===== config.mk =====
export PLATFORM = sky130hd
export DESIGN_NAME = transmitter_frame_scheduler_flat
export DESIGN_NICKNAME = d
export VERILOG_FILES = /design/src/rtl/transmitter_frame_scheduler_pkg.sv /design/src/rtl/transmitter_frame_scheduler_if.sv /design/src/rtl/transmitter_frame_arbiter.sv /design/src/rtl/transmitter_frame_scheduler.sv /design/src/flat_wrapper.sv
export SDC_FILE = /design/constraint.sdc
export NUM_CORES = 1
export LEC_CHECK = 0
export CAP_MARGIN = 30
export CORE_ASPECT_RATIO = 1.25
export CORE_UTILIZATION = 45
export CTS_BUF_LIST = sky130_fd_sc_hd__clkbuf_8
export CTS_CLUSTER_SIZE = 28
export DETAILED_ROUTE_END_ITERATION = 8
export GPL_ROUTABILITY_DRIVEN = 0
export PLACE_DENSITY_LB_ADDON = 0.1
export SYNTH_ARGS = -nofsm -noshare
export SYNTH_HDL_FRONTEND = slang
export SYNTH_SLANG_ARGS = --single-unit

===== constraint.sdc =====
create_clock -name i_clk -period 0.8 [get_ports i_clk]
set_clock_uncertainty 0.05 [all_clocks]
set_input_delay 0.16 -clock i_clk [delete_from_list [all_inputs] [get_ports i_clk]]
set_output_delay 0.16 -clock i_clk [all_outputs]
set_load 0.02 [all_outputs]

===== src/rtl/transmitter_frame_scheduler_pkg.sv =====
// Shared constants, state encoding and helper functions for the transmit frame scheduler.
// TX_SCHED_SKP_INSERT_EN adds the SKP_INS state and the forced-SKP interval default.
package transmitter_frame_scheduler_pkg;

   localparam int         DEFAULT_TLP_WIDTH       = 32;
   localparam int         CONFIG_DLLP_WIDTH       = 16;
   localparam int         CONFIG_TLP_ID_WIDTH     = 3;
   localparam logic [7:0] DEFAULT_CRC_POLY        = 8'h07;
   localparam logic [7:0] DEFAULT_CRC_INIT        = 8'h00;
   localparam int         TX_SCHED_DLLP_BURST_MAX = 2;
`ifdef TX_SCHED_SKP_INSERT_EN
   localparam int         TX_SCHED_SKP_INTERVAL   = 256;
`endif

   localparam logic [7:0] K_CODE_SKP        = 8'h1C;
   localparam logic [7:0] K_CODE_START_TLP  = 8'hFB;
   localparam logic [7:0] K_CODE_START_DLLP = 8'h5C;
   localparam logic [7:0] K_CODE_STOP       = 8'hFD;

   typedef enum logic [2:0] {
      ST_IDLE,
      ST_START,
      ST_PAYLOAD,
      ST_CRC,
      ST_STOP
`ifdef TX_SCHED_SKP_INSERT_EN
      , ST_SKP_INS
`endif
   } tx_state_e;

   function automatic int fun_sizeof_byte(input int bits);
      return (bits + 7) / 8;
   endfunction

   function automatic int fun_max(input int a, input int b);
      return (a > b) ? a : b;
   endfunction

   // MSB-first, non-reflected CRC-8 over one byte.
   function automatic logic [7:0] crc_8(input logic [7:0] crc, input logic [7:0] data,
                                        input logic [7:0] poly);
      logic [7:0] c;
      c = crc ^ data;
      for (int i = 0; i < 8; i++) begin
         c = c[7] ? ({c[6:0], 1'b0} ^ poly) : {c[6:0], 1'b0};
      end
      return c;
   endfunction

endpackage


===== src/rtl/transmitter_frame_scheduler_if.sv =====
// Request/grant handshakes of both requesters plus the physical byte lane.
interface transmitter_frame_scheduler_if
   import transmitter_frame_scheduler_pkg::*;
#(
   parameter int TLP_WIDTH    = DEFAULT_TLP_WIDTH,
   parameter int DLLP_WIDTH   = CONFIG_DLLP_WIDTH,
   parameter int TLP_ID_WIDTH = CONFIG_TLP_ID_WIDTH
) ();

   logic [TLP_WIDTH-1:0]          i_tlp;
   logic [2*(TLP_ID_WIDTH+1)-1:0] i_tlp_header;
   logic                          i_tlp_valid;
   logic                          o_tlp_rdy;
   logic [DLLP_WIDTH-1:0]         i_dllp;
   logic                          i_dllp_valid;
   logic                          o_dllp_rdy;
   logic                          o_phys_k_en;
   logic [7:0]                    o_phys_byte;

   modport master (
      output i_tlp, i_tlp_header, i_tlp_valid, i_dllp, i_dllp_valid,
      input  o_tlp_rdy, o_dllp_rdy, o_phys_k_en, o_phys_byte
   );

   modport slave (
      input  i_tlp, i_tlp_header, i_tlp_valid, i_dllp, i_dllp_valid,
      output o_tlp_rdy, o_dllp_rdy, o_phys_k_en, o_phys_byte
   );

endinterface


===== src/rtl/transmitter_frame_arbiter.sv =====
// Grant logic between DLLP and TLP requesters; DLLP has priority until it has won
// DLLP_BURST_MAX times in a row while a TLP was waiting.
module transmitter_frame_arbiter
   import transmitter_frame_scheduler_pkg::*;
#(
   parameter int DLLP_BURST_MAX = TX_SCHED_DLLP_BURST_MAX
) (
   input  logic clk,
   input  logic rst_n,
   input  logic arb_en,
   input  logic tlp_valid,
   input  logic dllp_valid,
   output logic grant_tlp,
   output logic grant_dllp
);

   localparam int BW = fun_max(1, $clog2(DLLP_BURST_MAX + 1));

   logic [BW-1:0] burst_cnt_p0;
   logic          tlp_turn;

   assign tlp_turn   = tlp_valid && (burst_cnt_p0 == BW'(DLLP_BURST_MAX));
   assign grant_dllp = arb_en && dllp_valid && !tlp_turn;
   assign grant_tlp  = arb_en && tlp_valid && !grant_dllp;

   // stage p0: burst counter only advances while a TLP is being starved
   always_ff @(posedge clk or negedge rst_n) begin
      if (!rst_n) begin
         burst_cnt_p0 <= '0;
      end else if (!tlp_valid || grant_tlp) begin
         burst_cnt_p0 <= '0;
      end else if (grant_dllp) begin
         burst_cnt_p0 <= burst_cnt_p0 + 1'b1;
      end
   end

endmodule


===== src/rtl/transmitter_frame_scheduler.sv =====
// Transmit lane scheduler: arbitrates DLLP/TLP requests and frames them as
// start K, payload, CRC-8, stop K; SKP fills the lane. TX_SCHED_SKP_INSERT_EN forces periodic SKP.
module transmitter_frame_scheduler
   import transmitter_frame_scheduler_pkg::*;
#(
   parameter int         TLP_WIDTH      = DEFAULT_TLP_WIDTH,
   parameter int         DLLP_WIDTH     = CONFIG_DLLP_WIDTH,
   parameter int         TLP_ID_WIDTH   = CONFIG_TLP_ID_WIDTH,
   parameter logic [7:0] CRC_POLY       = DEFAULT_CRC_POLY,
   parameter logic [7:0] CRC_INIT       = DEFAULT_CRC_INIT,
`ifdef TX_SCHED_SKP_INSERT_EN
   parameter int         SKP_INTERVAL   = TX_SCHED_SKP_INTERVAL,
`endif
   parameter int         DLLP_BURST_MAX = TX_SCHED_DLLP_BURST_MAX
) (
   input  logic                           i_clk,
   input  logic                           i_arst_n,
   transmitter_frame_scheduler_if.slave   bus
);

   localparam int HDR_W       = 2 * (TLP_ID_WIDTH + 1);
   localparam int TLP_FRAME_W = TLP_WIDTH + HDR_W;
   localparam int TLP_BYTES   = fun_sizeof_byte(TLP_FRAME_W);
   localparam int DLLP_BYTES  = fun_sizeof_byte(DLLP_WIDTH);
   localparam int MAX_BYTES   = fun_max(TLP_BYTES, DLLP_BYTES);
   localparam int SR_W        = MAX_BYTES * 8;
   localparam int CNT_W       = fun_max(1, $clog2(MAX_BYTES));

   localparam logic [CNT_W-1:0] TLP_CNT_INIT  = CNT_W'(TLP_BYTES - 1);
   localparam logic [CNT_W-1:0] DLLP_CNT_INIT = CNT_W'(DLLP_BYTES - 1);

   logic [1:0]       rst_sync;
   logic             rst_n;
   tx_state_e        state_p0, nxt_state, arb_next;
   logic [SR_W-1:0]  sr_p0, tlp_frame, dllp_frame;
   logic [7:0]       crc_p0;
   logic [CNT_W-1:0] cnt_p0;
   logic             ftype_p0;
   logic             arb_en, grant_tlp, grant_dllp;
   logic             lane_k;
   logic [7:0]       lane_byte;
   logic             lane_k_p1, tlp_rdy_p1, dllp_rdy_p1;
   logic [7:0]       lane_byte_p1;

   // Assert asynchronously, release synchronously.
   always_ff @(posedge i_clk or negedge i_arst_n) begin
      if (!i_arst_n) begin
         rst_sync <= 2'b00;
      end else begin
         rst_sync <= {rst_sync[0], 1'b1};
      end
   end
   assign rst_n = rst_sync[1];

   // Frames are MSB-aligned so the shift register always emits from its top byte.
   always_comb begin
      tlp_frame                          = '0;
      tlp_frame[SR_W-1 -: TLP_FRAME_W]   = {bus.i_tlp, bus.i_tlp_header};
      dllp_frame                         = '0;
      dllp_frame[SR_W-1 -: DLLP_WIDTH]   = bus.i_dllp;
   end

`ifdef TX_SCHED_SKP_INSERT_EN
   localparam int SKP_CNT_W = $clog2(SKP_INTERVAL + 1);

   logic [SKP_CNT_W-1:0] skp_cnt_p0;
   logic                 skp_due;

   assign skp_due = (skp_cnt_p0 >= SKP_CNT_W'(SKP_INTERVAL));

   always_ff @(posedge i_clk or negedge rst_n) begin
      if (!rst_n) begin
         skp_cnt_p0 <= '0;
      end else if (lane_k && (lane_byte == K_CODE_SKP)) begin
         skp_cnt_p0 <= '0;
      end else if (!skp_due) begin
         skp_cnt_p0 <= skp_cnt_p0 + 1'b1;
      end
   end

   assign arb_en = ((state_p0 == ST_IDLE) || (state_p0 == ST_STOP)) && !skp_due;
`else
   assign arb_en = (state_p0 == ST_IDLE) || (state_p0 == ST_STOP);
`endif

   transmitter_frame_arbiter #(
      .DLLP_BURST_MAX (DLLP_BURST_MAX)
   ) u_arbiter (
      .clk        (i_clk),
      .rst_n      (rst_n),
      .arb_en     (arb_en),
      .tlp_valid  (bus.i_tlp_valid),
      .dllp_valid (bus.i_dllp_valid),
      .grant_tlp  (grant_tlp),
      .grant_dllp (grant_dllp)
   );

   always_comb begin
      arb_next = ST_IDLE;
      if (grant_tlp || grant_dllp) begin
         arb_next = ST_START;
      end
`ifdef TX_SCHED_SKP_INSERT_EN
      else if (skp_due) begin
         arb_next = ST_SKP_INS;
      end
`endif
   end

   always_comb begin
      nxt_state = state_p0;
      lane_k    = 1'b1;
      lane_byte = K_CODE_SKP;
      case (state_p0)
         ST_IDLE: begin
            nxt_state = arb_next;
         end
         ST_START: begin
            lane_byte = ftype_p0 ? K_CODE_START_TLP : K_CODE_START_DLLP;
            nxt_state = ST_PAYLOAD;
         end
         ST_PAYLOAD: begin
            lane_k    = 1'b0;
            lane_byte = sr_p0[SR_W-1 -: 8];
            if (cnt_p0 == '0) begin
               nxt_state = ST_CRC;
            end
         end
         ST_CRC: begin
            lane_k    = 1'b0;
            lane_byte = crc_p0;
            nxt_state = ST_STOP;
         end
         ST_STOP: begin
            lane_byte = K_CODE_STOP;
            nxt_state = arb_next;
         end
`ifdef TX_SCHED_SKP_INSERT_EN
         ST_SKP_INS: begin
            nxt_state = ST_IDLE;
         end
`endif
         default: begin
            nxt_state = ST_IDLE;
         end
      endcase
   end

   // stage p0: FSM and frame control
   always_ff @(posedge i_clk or negedge rst_n) begin
      if (!rst_n) begin
         state_p0 <= ST_IDLE;
         cnt_p0   <= '0;
         ftype_p0 <= 1'b0;
      end else begin
         state_p0 <= nxt_state;
         if (grant_tlp) begin
            cnt_p0   <= TLP_CNT_INIT;
            ftype_p0 <= 1'b1;
         end else if (grant_dllp) begin
            cnt_p0   <= DLLP_CNT_INIT;
            ftype_p0 <= 1'b0;
         end else if ((state_p0 == ST_PAYLOAD) && (cnt_p0 != '0)) begin
            cnt_p0 <= cnt_p0 - 1'b1;
         end
      end
   end

   always_ff @(posedge i_clk) begin
      if (grant_tlp) begin
         sr_p0 <= tlp_frame;
      end else if (grant_dllp) begin
         sr_p0 <= dllp_frame;
      end else if (state_p0 == ST_PAYLOAD) begin
         sr_p0 <= sr_p0 << 8;
      end
      if (state_p0 == ST_START) begin
         crc_p0 <= CRC_INIT;
      end else if (state_p0 == ST_PAYLOAD) begin
         crc_p0 <= crc_8(crc_p0, sr_p0[SR_W-1 -: 8], CRC_POLY);
      end
   end

   // stage p1: registered lane and grant pulses
   always_ff @(posedge i_clk or negedge rst_n) begin
      if (!rst_n) begin
         lane_k_p1    <= 1'b1;
         lane_byte_p1 <= K_CODE_SKP;
         tlp_rdy_p1   <= 1'b0;
         dllp_rdy_p1  <= 1'b0;
      end else begin
         lane_k_p1    <= lane_k;
         lane_byte_p1 <= lane_byte;
         tlp_rdy_p1   <= grant_tlp;
         dllp_rdy_p1  <= grant_dllp;
      end
   end

   assign bus.o_phys_k_en = lane_k_p1;
   assign bus.o_phys_byte = lane_byte_p1;
   assign bus.o_tlp_rdy   = tlp_rdy_p1;
   assign bus.o_dllp_rdy  = dllp_rdy_p1;

endmodule


===== src/flat_wrapper.sv =====
// flat-port wrapper written by rule: the top's interface ports become plain ports
module transmitter_frame_scheduler_flat import transmitter_frame_scheduler_pkg::*;
#(
   parameter int         TLP_WIDTH      = DEFAULT_TLP_WIDTH,
   parameter int         DLLP_WIDTH     = CONFIG_DLLP_WIDTH,
   parameter int         TLP_ID_WIDTH   = CONFIG_TLP_ID_WIDTH,
   parameter logic [7:0] CRC_POLY       = DEFAULT_CRC_POLY,
   parameter logic [7:0] CRC_INIT       = DEFAULT_CRC_INIT,

   parameter int         DLLP_BURST_MAX = TX_SCHED_DLLP_BURST_MAX
)
  (i_clk, i_arst_n, bus_i_tlp, bus_i_tlp_header, bus_i_tlp_valid, bus_i_dllp, bus_i_dllp_valid, bus_o_tlp_rdy, bus_o_dllp_rdy, bus_o_phys_k_en, bus_o_phys_byte);
  transmitter_frame_scheduler_if #(.TLP_WIDTH(TLP_WIDTH), .DLLP_WIDTH(DLLP_WIDTH), .TLP_ID_WIDTH(TLP_ID_WIDTH)) bus_i ();
  input  logic i_clk;
  input  logic i_arst_n;
  input wire logic [$bits(bus_i.i_tlp)-1:0] bus_i_tlp;
  input wire logic [$bits(bus_i.i_tlp_header)-1:0] bus_i_tlp_header;
  input wire logic [$bits(bus_i.i_tlp_valid)-1:0] bus_i_tlp_valid;
  input wire logic [$bits(bus_i.i_dllp)-1:0] bus_i_dllp;
  input wire logic [$bits(bus_i.i_dllp_valid)-1:0] bus_i_dllp_valid;
  output wire logic [$bits(bus_i.o_tlp_rdy)-1:0] bus_o_tlp_rdy;
  output wire logic [$bits(bus_i.o_dllp_rdy)-1:0] bus_o_dllp_rdy;
  output wire logic [$bits(bus_i.o_phys_k_en)-1:0] bus_o_phys_k_en;
  output wire logic [$bits(bus_i.o_phys_byte)-1:0] bus_o_phys_byte;
  assign bus_i.i_tlp = bus_i_tlp;
  assign bus_i.i_tlp_header = bus_i_tlp_header;
  assign bus_i.i_tlp_valid = bus_i_tlp_valid;
  assign bus_i.i_dllp = bus_i_dllp;
  assign bus_i.i_dllp_valid = bus_i_dllp_valid;
  assign bus_o_tlp_rdy = bus_i.o_tlp_rdy;
  assign bus_o_dllp_rdy = bus_i.o_dllp_rdy;
  assign bus_o_phys_k_en = bus_i.o_phys_k_en;
  assign bus_o_phys_byte = bus_i.o_phys_byte;
  transmitter_frame_scheduler #(.TLP_WIDTH(TLP_WIDTH), .DLLP_WIDTH(DLLP_WIDTH), .TLP_ID_WIDTH(TLP_ID_WIDTH), .CRC_POLY(CRC_POLY), .CRC_INIT(CRC_INIT), .DLLP_BURST_MAX(DLLP_BURST_MAX)) u_core (.i_clk(i_clk), .i_arst_n(i_arst_n), .bus(bus_i));
endmodule

Word-level counts from Yosys, hierarchy flattened:

Cells that the tools add are included.

* flip-flop bits (word level): 70
* input port bits: 60
* output and inout port bits: 11
* logic and storage cells: 73

* $add $sub $neg: 2
* eq/ne operators: 6
* mux-type cells: 24
* bitwise gates (word level): 9
* reductions and logical operators: 21

Operators by type and width (count)
* 40-bit 2-to-1 mux: 3
* 3-bit 2-to-1 mux: 12
* 8-bit one-hot mux with 4 select lines: 1
* 3-bit NOT: 8
* 3-bit one-hot mux with 4 select lines: 1
* 3-bit nonzero test: 3
* 8-bit 2-to-1 mux: 1
* 8-bit bitwise XOR: 1
* 3-bit by 2-bit equality test with 1-bit output (second input constant): 2
* 1-bit logical AND: 6
* 3-bit logical NOT: 2
* 1-bit 2-to-1 mux: 4
* 2-bit 2-to-1 mux: 2
* 2-bit nonzero test: 2
* 2-bit OR reduction: 2
* 3-bit by 1-bit equality test with 1-bit output (second input constant): 1
* 3-bit equality test (second input constant): 1
* 1-bit logical NOT: 3
* 1-bit logical OR: 3
* 3-bit by 1-bit subtractor with 3-bit output (second input constant): 1
* 2-bit by 1-bit adder with 2-bit output (second input constant): 1
* 2-bit equality test (second input constant): 1
* 2-bit by 1-bit inequality test with 1-bit output (second input constant): 1

Longest topological paths before layout:

* depth after elaboration: 17
* gate-level depth with buffers: 8
* gate-level depth less buffers: 7

Hierarchy:

Synthesis repeated with hierarchy kept, for this count alone.

* cell total of the unflattened synthesis: 262
* area total of the unflattened synthesis: 3373.2 um2

By module, submodules not included
* transmitter_frame_scheduler: times used 1, cells an instance 247, area an instance 3228.1 um2, seq. area each 1866.8 um2
* transmitter_frame_arbiter: times used 1, cells an instance 15, area an instance 145.1 um2, seq. area each 50.0 um2

Worst setup path before layout:

Ideal clock, no wire load.

* kind: reg-to-reg
* start point: register u_core.state_p0[0]
* end point: register u_core.cnt_p0[2]
* setup time: 0.125 ns
* data arrival time: 4.424 ns
* required time: 0.625 ns
* setup slack: -3.799 ns
* cell stages (with the launch flop): 5
* path buffers: 1
* period minus slack after synthesis: 4.599 ns
* path through: dfrtp_1 buf_1 a211oi_1 o21ai_0 a211o_1

* word-level cells in the longest chain between the ends: 7
* elaborated cells on any way between the ends: 13
* classes of those cells: 2 x eq/ne; 2 x mux; 9 x reduce/logical

Ends and longest elaborated chain
* start: declaration: line transmitter_frame_scheduler.sv:34 `tx_state_e state_p0, nxt_state, arb_next;`
* start signal: assignment: line transmitter_frame_scheduler.sv:156 `state_p0 <= nxt_state;`
* 3-bit equality test / 3-bit logical NOT (equally long branches): line transmitter_frame_scheduler.sv:83 `assign arb_en = (state_p0 == ST_IDLE) || (state_p0 == ST_STOP);`
* 1-bit logical OR: line transmitter_frame_scheduler.sv:83
* 1-bit logical AND (2 in series): line transmitter_frame_arbiter.sv:23 `assign grant_dllp = arb_en && dllp_valid && !tlp_turn;`
* 1-bit logical NOT: line transmitter_frame_arbiter.sv:24 `assign grant_tlp = arb_en && tlp_valid && !grant_dllp;`
* 1-bit logical AND: line transmitter_frame_arbiter.sv:24
* 3-bit nonzero test (no source line) / 3-bit 2-to-1 mux (equally long branches)
* end signal: assignment: line transmitter_frame_scheduler.sv:164 `cnt_p0 <= cnt_p0 - 1'b1;`
* end: declaration: line transmitter_frame_scheduler.sv:37 `logic [CNT_W-1:0] cnt_p0;`

Several ways; a longest one is shown, not always the timed one.
A chain may end at the register's enable or synchronous reset.

Final worst setup path:

* start point: register u_core.sr_p0[35]
* end point: register u_core.crc_p0[3]

* word-level cells in the longest chain between the ends: 6

Ends and longest elaborated chain
* start: declaration: line transmitter_frame_scheduler.sv:35 `logic [SR_W-1:0] sr_p0, tlp_frame, dllp_frame;`
* start signal: assignment: line transmitter_frame_scheduler.sv:171 `sr_p0 <= tlp_frame;`
* start signal: assignment: line transmitter_frame_scheduler.sv:173 `sr_p0 <= dllp_frame;`
* start signal: assignment: line transmitter_frame_scheduler.sv:175 `sr_p0 <= sr_p0 << 8;`
* 8-bit bitwise XOR (*): line transmitter_frame_scheduler_pkg.sv:43 `c = crc ^ data;`
* 3-bit 2-to-1 mux (*): line transmitter_frame_scheduler_pkg.sv:45 `c = c[7] ? ({c[6:0], 1'b0} ^ poly) : {c[6:0], 1'b0};`
* 3-bit NOT (no source line)
* 3-bit 2-to-1 mux (*): line transmitter_frame_scheduler_pkg.sv:45
* 3-bit NOT (no source line)
* 3-bit 2-to-1 mux (*): line transmitter_frame_scheduler_pkg.sv:45
* end signal: assignment: line transmitter_frame_scheduler.sv:180 `crc_p0 <= crc_8(crc_p0, sr_p0[SR_W-1 -: 8], CRC_POLY);`
* end: declaration: line transmitter_frame_scheduler.sv:36 `logic [7:0] crc_p0;`

Every way passes the cells marked *; elsewhere a longest branch is shown, timed or not.

==> results.toml <==
[sta]
fin_worst_setup_slack_ns = -0.999
totalNegativeSetupSlack_ns = -86.63
clock.fmax_mhz = 556
post-route-period-util_pct = 225
min_period_ns = 1.80
fin_worst_hold_slack_ns = 0.146
finalHoldViolCount = 0
report.final.slew_viol_count = 0
grt_setup_unrepaired = "yes"
report.final.setup_viol = 119

[layout]
fill_cells = 375
final_layout_size_suffix_gt1_share_pct = 47.3
insertedDiodeCount = 0
syn2layout_area_growth_pct = 76.5
final_area_um2 = 5730
multi_input_combinational_cell_area_um2 = 1630
final_net_count = 491
final_cells = 523
combined_flip_flop_and_latch_cell_area_um2 = 1920

[pwr]
internal_power_uw = 17300
combinational_share_of_power_pct = 59.1
power_frac_seq_pct = 26.6
leakage_uw = 0.00249
net_switching_component_of_the_power_uw = 9210
max-vdd-ir-drop_mv = 2.90
power_per_cell_area_nw_per_um2 = 4630
clockPowerShare_pct = 14.3
switching_fraction_pct = 34.7

[global_route]
grt_overflow = 0
antenna_violations_before_repair = 0
wire_length_of_the_first_global_routing_pass_mm = 14.6
grt_pass1_vias = 2914
grt_usage_pct = 26.0
grt_start_max_net_pins = 26

[synth]
number_of_warnings_reported_in_the_yosys_synthesis_log = 0
yosys_register_bits = 70
ys.flop_type = "sky130_fd_sc_hd__edfxtp_1"
top_cell_type_by_total_area_after_synthesis = "sky130_fd_sc_hd__edfxtp_1"
synthesis.instances = 263
syn-cell-area_um2 = 3250
postSynth.asyncResetShare_pct = 31.4
synth_area_per_cell_um2 = 12.3
synth_seq_area_share_pct = 59.0
mappedNetlistNets = 326
portion_of_synthesized_cell_area_occupied_by_the_leading_cell_type_pct = 37.0
synth.area.top_cells = "sky130_fd_sc_hd__edfxtp_1 (37%), sky130_fd_sc_hd__dfrtp_1 (14%), sky130_fd_sc_hd__dfxtp_1 (4.9%)"
yosys.cell_types.count = 44
synth_enable_flop_cells = 40

[detailed_routing]
route.final.wire_length_mm = 10.5
drt_pass1_iterations = 4
vias_per_cell = 5.43
post_drt_wl_per_cell_um = 20.0
drc_errors = 0
num_vias = 2842
ant_nets = 0
drt-initial-drc-count = 147

[clock_network]
clk_transition_reported_paths_ns = 0.09
cts_root_buffer = "sky130_fd_sc_hd__clkbuf_8"
clock_path_buffers = 2
cts_buffers = 9
cts_tree = "done"
numClockSinks = 70
htree_levels = 3
insertion_delay_ns = 0.35

[die]
die_h_um = 97.0
fp.dieArea_um2 = 7560
initial_core_util_pct = 46.5
core.rowCount = 34
boundaryPins = 71
placeableCoreArea_um2 = 6980
die_width_um = 78.0

[placement]
detailed_place_hpwl_mm = 5.35
placed_instance_area_um2 = 4580
dpl_worst_slack_ns = -0.954
place.port_buffers = 70
placed_cells = 461

[critical_path]
cp_data_required_time_ns = 0.98
worst_setup_path_category = "reg2reg"
category_of_the_worst_setup_path_launch_point = "register"
worst_ep_arrival_time_ns = 1.98
path_max_fanout = 3
worstSetupEndpointType = "register"

[hold_path]
worstHoldPathType = "reg2async"

[outcome]
failing_checks = "setup timing"
outcome = "finished, violations left"

[run]
maximum_capacitance_violations = 0
## flip-flops by register name, summed over array words and instances (netlist names)
name,cells
u_core.rst_sync,2
u_core.bus.o_phys_byte,8
u_core.sr_p0,40
u_core.bus.o_phys_k_en,1
u_core.bus.o_dllp_rdy,1
u_core.crc_p0,8
u_core.state_p0,3
u_core.ftype_p0,1
u_core.bus.o_tlp_rdy,1
u_core.u_arbiter.burst_cnt_p0,2
u_core.cnt_p0,3
## area by class of cell
type                    count  share of cell area, %
flip-flops and latches     70                   33.5
repair buffers            169                   31.0
multi-input cells         172                   28.4
clock inverters             7                   2.40
clock buffers               9                   2.16
well taps                  90                   1.96
inverters                   6                  0.611
## power groups by stage
stage / clock, uW / sequential [uW] / combinational (uW)
final: 3790 / 7060 / 15700
after global routing: 3990 / 7200 / 16500
after detailed placement: 0 / 6890 / 10900
after global placement: 0 / 6840 / 10600
after floorplan: 0 / 7070 / 6710
after CTS: 3790 / 6960 / 13500
## path summary, 6_finish.rpt
kind	startpoint	end	slack, ns	cells after the start
hold reg to reg	u_core.rst_sync[1]	u_core.u_arbiter.burst_cnt_p0[1]	0.15	1
hold / removal	u_core.rst_sync[1]	u_core.u_arbiter.burst_cnt_p0[1]	0.15	1
max in group asynchronous	i_arst_n	u_core.rst_sync[1]	0.10	2
min in group i_clk	u_core.rst_sync[0]	u_core.rst_sync[1]	0.30	0
setup / recovery	u_core.sr_p0[35]	u_core.crc_p0[3]	-1.0	4
setup reg to reg	u_core.sr_p0[35]	u_core.crc_p0[3]	-1.0	4
## layer usage
metal	share of wire (%)	global-route usage (%)
met1	36	28.8
met2	57	46.8
met3	3.8	4.25
met4	4.0	14.1
met5	0	0
## Yosys cell counts, types with 2 or more instances
library cell	number
sky130_fd_sc_hd__o21ai_1	2
sky130_fd_sc_hd__and2_1	4
sky130_fd_sc_hd__dfxtp_1	8
sky130_fd_sc_hd__edfxtp_1	40
sky130_fd_sc_hd__o31ai_1	5
sky130_fd_sc_hd__a22o_1	17
sky130_fd_sc_hd__xor2_1	2
sky130_fd_sc_hd__o21ai_0	8
sky130_fd_sc_hd__nor3b_1	2
sky130_fd_sc_hd__clkbuf_1	6
sky130_fd_sc_hd__dfrtp_1	18
sky130_fd_sc_hd__xnor3_1	5
sky130_fd_sc_hd__a22oi_1	16
sky130_fd_sc_hd__nand2_1	39
sky130_fd_sc_hd__mux2i_1	3
sky130_fd_sc_hd__buf_2	8
sky130_fd_sc_hd__and3_1	8
sky130_fd_sc_hd__o211ai_1	5
sky130_fd_sc_hd__nor2_1	10
sky130_fd_sc_hd__or3b_1	2
sky130_fd_sc_hd__xnor2_1	12
sky130_fd_sc_hd__a211oi_1	3
sky130_fd_sc_hd__inv_2	2
sky130_fd_sc_hd__a21oi_1	7
sky130_fd_sc_hd__ha_1	3
sky130_fd_sc_hd__inv_1	4
sky130_fd_sc_hd__mux2_2	4
sky130_fd_sc_hd__dfstp_2	4
## cell families after synthesis
group                    count (synthesis)  synth area share, %
multiplexers                             7                 2.31
flip-flops                              70                 59.0
buffers and inverters                   21                 2.74
adder cells (fa/ha/maj)                  3                 1.16
AND/OR/NAND/NOR                         73                 10.6
AO/OA/AOI/OAI                           66                 14.7
XOR/XNOR                                22                 9.33
other                                    1                0.115
## worst max-delay path: stages (launching register included)
cell	delay [ns]
sky130_fd_sc_hd__edfxtp_1	0.48
sky130_fd_sc_hd__xor2_1	0.30
sky130_fd_sc_hd__xnor3_1	0.53
sky130_fd_sc_hd__o211ai_1	0.23
sky130_fd_sc_hd__o31ai_2	0.09
## cell usage in the layout (no fill, tap or decap), types with 3 or more instances in the layout
cell type and n:
sky130_fd_sc_hd__mux2_4 4, sky130_fd_sc_hd__a21oi_2 6, sky130_fd_sc_hd__xnor2_2 9, sky130_fd_sc_hd__dfrtp_1 17
sky130_fd_sc_hd__o31ai_1 4, sky130_fd_sc_hd__inv_2 3, sky130_fd_sc_hd__buf_4 49, sky130_fd_sc_hd__edfxtp_1 40
sky130_fd_sc_hd__nor2_4 4, sky130_fd_sc_hd__xnor3_1 5, sky130_fd_sc_hd__buf_6 47, sky130_fd_sc_hd__dfxtp_1 8
sky130_fd_sc_hd__bufinv_16 4, sky130_fd_sc_hd__clkdlybuf4s50_1 59, sky130_fd_sc_hd__inv_1 3, sky130_fd_sc_hd__a22o_1 17
sky130_fd_sc_hd__o21ai_2 5, sky130_fd_sc_hd__clkbuf_16 3, sky130_fd_sc_hd__nand2_1 37, sky130_fd_sc_hd__buf_12 6
sky130_fd_sc_hd__dfstp_2 4, sky130_fd_sc_hd__and3_4 5, sky130_fd_sc_hd__a22oi_2 16, sky130_fd_sc_hd__o21ai_1 4
sky130_fd_sc_hd__o211ai_1 5, sky130_fd_sc_hd__nor2_1 5, sky130_fd_sc_hd__and3_1 3, sky130_fd_sc_hd__clkbuf_8 9
sky130_fd_sc_hd__xnor2_1 4
## through the flow
stage	utilization, %	total power (uW)
finish	82.2	26500
global route	82.2	27700
CTS	76.9	24200
detailed placement	65.6	17800
global placement	65.6	17500
floorplan	-	13800
## timing repair
item | CTS | global route
setup endpoints to repair | 119 | 119
resized for setup | 136 | 44
hold endpoints to repair | 2 | 0
gates cloned | 3 | 6
setup buffers | 23 | 20
pin swaps | 23 | 31
hold buffers | 1 | 0
(Power assumes the default switching activity.)
